--- src/rtl/btb_pkg.sv ---
// Shared types for the branch target buffer: counter encodings, defaults and the entry layout.
// The tag field is sized for the widest legal tag; narrower tags are stored zero-extended.
package btb_pkg;

  localparam int BTB_ENTRIES_DEF = 16;
  localparam int BTB_TAG_W_DEF   = 10;
  localparam int BTB_TAG_MAX     = 30;

  typedef enum logic [1:0] {
    CTR_SNT = 2'b00,
    CTR_WNT = 2'b01,
    CTR_WT  = 2'b10,
    CTR_ST  = 2'b11
  } btb_ctr_e;

  typedef struct packed {
    logic                   valid;
    logic [BTB_TAG_MAX-1:0] tag;
    logic [31:0]            target;
    btb_ctr_e               ctr;
  } btb_entry_t;

  function automatic btb_entry_t btb_entry_reset();
    btb_entry_t e;
    e.valid  = 1'b0;
    e.tag    = '0;
    e.target = '0;
    e.ctr    = CTR_WNT;
    return e;
  endfunction

endpackage

--- src/rtl/btb_sat_ctr.sv ---
// 2-bit saturating direction counter next-state function (combinational).
module btb_sat_ctr
  import btb_pkg::*;
(
  input  btb_ctr_e ctr,
  input  logic     taken,
  output btb_ctr_e ctr_next
);

  always_comb begin
    ctr_next = ctr;
    if (taken && (ctr != CTR_ST)) begin
      ctr_next = btb_ctr_e'(ctr + 2'd1);
    end else if (!taken && (ctr != CTR_SNT)) begin
      ctr_next = btb_ctr_e'(ctr - 2'd1);
    end
  end

endmodule

--- src/rtl/btb_predictor.sv ---
// Direct-mapped fetch-stage BTB with 2-bit direction counters, trained from E/M.
// Optional BTB_STATS_EN adds saturating lookup/hit/mispredict counters.
module btb_predictor
  import btb_pkg::*;
#(
  parameter int ENTRIES = BTB_ENTRIES_DEF,
  parameter int TAG_W   = BTB_TAG_W_DEF
) (
  input  logic        clk,
  input  logic        rst,
  input  logic [31:0] fetch_pc,
  output logic        pred_hit,
  output logic        pred_taken,
  output logic [31:0] pred_target,
  input  logic        upd_valid,
  input  logic [31:0] upd_pc,
  input  logic        upd_is_jump,
  input  logic        upd_taken,
  input  logic [31:0] upd_target,
  input  logic        upd_mispred
`ifdef BTB_STATS_EN
  ,
  output logic [31:0] stat_lookups,
  output logic [31:0] stat_hits,
  output logic [31:0] stat_mispred
`endif
);

  localparam int IDX_W = $clog2(ENTRIES);

  btb_entry_t mem [ENTRIES];

  logic [IDX_W-1:0] f_idx;
  logic [TAG_W-1:0] f_tag;
  btb_entry_t       f_ent;

  assign f_idx = fetch_pc[IDX_W+1:2];
  assign f_tag = fetch_pc[TAG_W+IDX_W+1:IDX_W+2];
  assign f_ent = mem[f_idx];

  // Lookup reads the pre-edge array contents; no bypass from the update path.
  always_comb begin
    pred_hit    = f_ent.valid && (f_ent.tag == BTB_TAG_MAX'(f_tag));
    pred_taken  = pred_hit && f_ent.ctr[1];
    pred_target = pred_taken ? f_ent.target : (fetch_pc + 32'd4);
  end

  logic [IDX_W-1:0] u_idx;
  logic [TAG_W-1:0] u_tag;
  btb_entry_t       u_ent;
  logic             u_hit;
  logic             u_taken;
  btb_ctr_e         u_ctr_next;
  btb_entry_t       u_new;
  logic             u_we;

  assign u_idx   = upd_pc[IDX_W+1:2];
  assign u_tag   = upd_pc[TAG_W+IDX_W+1:IDX_W+2];
  assign u_ent   = mem[u_idx];
  assign u_hit   = u_ent.valid && (u_ent.tag == BTB_TAG_MAX'(u_tag));
  assign u_taken = upd_taken || upd_is_jump;

  btb_sat_ctr u_sat_ctr (
    .ctr      (u_ent.ctr),
    .taken    (u_taken),
    .ctr_next (u_ctr_next)
  );

  always_comb begin
    u_we  = 1'b0;
    u_new = u_ent;
    if (upd_valid) begin
      if (u_hit) begin
        u_we      = 1'b1;
        u_new.ctr = upd_is_jump ? CTR_ST : u_ctr_next;
        if (u_taken) begin
          u_new.target = upd_target;
        end
      end else if (u_taken) begin
        // Only taken outcomes allocate; not-taken misses leave the entry alone.
        u_we         = 1'b1;
        u_new.valid  = 1'b1;
        u_new.tag    = BTB_TAG_MAX'(u_tag);
        u_new.target = upd_target;
        u_new.ctr    = upd_is_jump ? CTR_ST : CTR_WT;
      end
    end
  end

  always_ff @(posedge clk or negedge rst) begin
    if (!rst) begin
      for (int k = 0; k < ENTRIES; k++) begin
        mem[k] <= btb_entry_reset();
      end
    end else if (u_we) begin
      mem[u_idx] <= u_new;
    end
  end

`ifdef BTB_STATS_EN
  always_ff @(posedge clk or negedge rst) begin
    if (!rst) begin
      stat_lookups <= '0;
      stat_hits    <= '0;
      stat_mispred <= '0;
    end else begin
      if (stat_lookups != 32'hFFFF_FFFF) begin
        stat_lookups <= stat_lookups + 32'd1;
      end
      if (pred_hit && (stat_hits != 32'hFFFF_FFFF)) begin
        stat_hits <= stat_hits + 32'd1;
      end
      if (upd_valid && upd_mispred && (stat_mispred != 32'hFFFF_FFFF)) begin
        stat_mispred <= stat_mispred + 32'd1;
      end
    end
  end

  logic unused_upd;
  assign unused_upd = ^{upd_pc[1:0], upd_pc >> (TAG_W + IDX_W + 2)};
`else
  logic unused_upd;
  assign unused_upd = ^{upd_pc[1:0], upd_pc >> (TAG_W + IDX_W + 2), upd_mispred};
`endif

endmodule

--- config.mk ---
export PLATFORM = sky130hd
export DESIGN_NAME = btb_predictor
export DESIGN_NICKNAME = d
export VERILOG_FILES = /design/src/rtl/btb_pkg.sv /design/src/rtl/btb_sat_ctr.sv /design/src/rtl/btb_predictor.sv
export SDC_FILE = /design/constraint.sdc
export NUM_CORES = 2
export LEC_CHECK = 0
export CAP_MARGIN = 20
export CORE_ASPECT_RATIO = 1.4
export CORE_UTILIZATION = 35
export DETAILED_ROUTE_END_ITERATION = 16
export PLACE_DENSITY = 0.56
export SLEW_MARGIN = 20
export SYNTH_ARGS = -nofsm -noshare
export SYNTH_HDL_FRONTEND = slang
export SYNTH_SLANG_ARGS = --single-unit
export TNS_END_PERCENT = 30
--- constraint.sdc ---
create_clock -name clk -period 5.8 [get_ports clk]
set_clock_uncertainty 0.1 [all_clocks]
set_input_delay 0.87 -clock clk [delete_from_list [all_inputs] [get_ports clk]]
set_output_delay 0.87 -clock clk [all_outputs]
set_load 0.02 [all_outputs]
==> run metrics <==
count leader, synth dfrtp_1; WL final between 150 and 200 mm; die area 152,000 µm²; Die Y 462 µm; clk buf depth 3; Area Overhead vs Synth 14.9%; Detailed Route Iter0 Violations 2,416; starting density of the core 0.353; R2R Path End mem[554]; total nets after synthesis 3,682; max reg flops 1,040; H-tree Lvls 3; slew at the pin closest to its max-slew limit 1.06 ns; RD Place Congestion around 0.9; first-pass GRT wire length 237 mm; CP delay by family, top compound AO/OA/AOI/OAI gates; Post-CTS Hold Buffers 0; Ys Warns 0; area of the mapped netlist between 50,000 and 60,000 µm²; first-pass detailed-route iteration total 7; GR Util All Layers 0.210; slowest stage delay, CP a little under 0.6 ns; DRT antenna net count 0; MaxCap Viol Count 0; M2 GR Usage 0.343; Die W 330 µm; crit path time final ~5.6 ns; final core occ 0.405; GR met3 Demand/Resource 0.0314; HP Class input pin to async pin; Leakage 26.7 nW; average cell area after synthesis 14.8 µm²; status finished clean; synth top area cells dfrtp_1, mux4_2, mux2_2; IO buf count 116; largest net degree at the start of global routing 149; Top reg by flops mem; Worst Path Max Fanout 33; Setup crit start mem[898]; Max Freq 178 MHz; Sink Count 1,040; final setup violation count 0; Async SR Flop Fraction 1.00; Final WS setup 0.187 ns; worst-skew pair later-pin latency 0.73 ns; Synth Flop Type dfrtp_1; Setup CP Type register to output pin; Filler cells 14,000; Reg2Reg Setup Slack 0.95 ns; pre-CTS setup slack -0.243 ns; WP data required 4.83 ns; Post-DP HPWL 104 mm; Crit. End Element output pin; CP Buf/Inv Count 3; Post-synth EDFFs 0; core area 150,000 µm²; leading area contributor after synthesis dfrtp_1; Critical Path End pred_target[26]; slew margin rel. 0.291; GR Util met1 0.276; Wirelength per Cell between 20 and 30 µm; fraction of layout cells with a size suffix above 1 0.414; CP Cell Sequence or4_1 -> nor4_2 -> a21oi_1 -> a2111oi_2 -> buf_4 -> o21ai_0 -> a2111o_1 -> o21a_1 -> nor3_4 -> buf_12 -> mux2_2 -> dlygate4sd2_1; Crit path arrival time 4.64 ns; sequential element share of the synthesized area 0.493; number of library cell types mapped by synthesis 76; RSZ-0062 raised after global routing false; area share of the largest cell type after synthesis 0.485; Final Hold Viols 0; Final Slew Violations 0; CTS tree yes; gr busiest metal met2; clock root cell clkbuf_16; Slowest cell on crit path or4_1; CP Depth 12; biggest regs mem (1040); startpoint types register; maximum vdd drop about 240 µV; TritonCTS buffer count 104; drt drc 0; cell row count 168; Syn Inst Count ~3,600; Post-synth top cells dfrtp_1, mux2_2, mux4_2; pwr dens around 340 nW/µm²; number of global-route vias before repair 34,600; final worst path period share 0.968; total power 0.0207 W; FF-to-FF Start mem[373]; R2R cell count 14; Total Nets Final 3,828; initial antenna violation count 8; GRT Residual Overflow 0; routed vias 32,200; synthesized flop and latch total 1,040; I/O pin count 136; clk slew on worst S/H paths 0.06 ns; mean number of vias per cell 5.59
==> area by class of cell <==
| class | count | area, µm² | share of cell area |
|---|---|---|---|
| sequential | 1040 | 26000 | 0.429 |
| multi-input combinational | 2201 | 24800 | 0.409 |
| timing repair buffer | 344 | 3750 | 0.0618 |
| clock buffer | 154 | 3120 | 0.0515 |
| tap | 1955 | 2450 | 0.0403 |
| clock inverter | 25 | 334 | 0.00551 |
| inverter | 32 | 120 | 0.00198 |
| antenna | 3 | 7.51 | 0.000124 |
==> cell usage in the layout (no fill, tap or decap), types with 31 or more instances in the layout <==
cell type / n
a21oi_1: 36
mux4_2: 417
mux2_1: 73
dlygate4sd2_1: 31
buf_4: 160
nor3_1: 52
dfrtp_1: 1024
xnor2_1: 31
nor2_1: 69
clkbuf_16: 107
mux2_2: 683
nor2b_1: 333
clkdlybuf4s50_1: 74
nor4_1: 46
buf_12: 72
nand2_1: 50
mux2i_1: 77
==> repair_timing <==
item                       4_1_cts  5_1_grt
buffers inserted                 0        0
gates resized for setup         34        0
setup endpoints to repair       33        0
==> stage by stage <==
stage	cell area [µm²]	hold slack [ns]	std cells	TNS, ns
4_1_cts	60700	0.135	5751	0
6_report	60700	0.0818	5754	0
5_1_grt	60700	0.155	5752	0
2_1_floorplan	52800	0.349	3577	0
3_3_place_gp	57200	0.364	5572	-5.31
3_5_place_dp	57200	0.383	5572	-6.46
==> kinds of logic after synthesis <==
logic type	share of synthesized area
compound gates	0.0281
simple gates	0.0766
fa+ha+maj	0.000711
mux	0.355
buf+inv	0.0383
flops	0.493
xor+xnor	0.00763
==> metal layers <==
| layer | routed length (µm) | share of wire |
|---|---|---|
| met5 | 13 | 0.000083 |
| met4 | 6720 | 0.043 |
| met3 | 7250 | 0.046 |
| met2 | 76300 | 0.49 |
| met1 | 66300 | 0.42 |
==> worst min path at each step <==
| stage | from | end | slack (ns) |
|---|---|---|---|
| final | rst | mem[243] | 0.08 |
| after global routing | rst | mem[243] | 0.16 |
| after CTS | rst | mem[111] | 0.13 |
| after detailed placement | mem[779] | mem[779] | 0.38 |
| after global placement | mem[649] | mem[649] | 0.36 |
| after floorplan | mem[194] | mem[194] | 0.35 |
==> power breakdown <==
part	total (W)	switching [W]	internal, W
Sequential	0.00945	0.000902	0.00855
Combinational	0.00435	0.00181	0.00254
Clock	0.00694	0.00293	0.00401
Note: power is estimated with default switching activity, not from simulation.
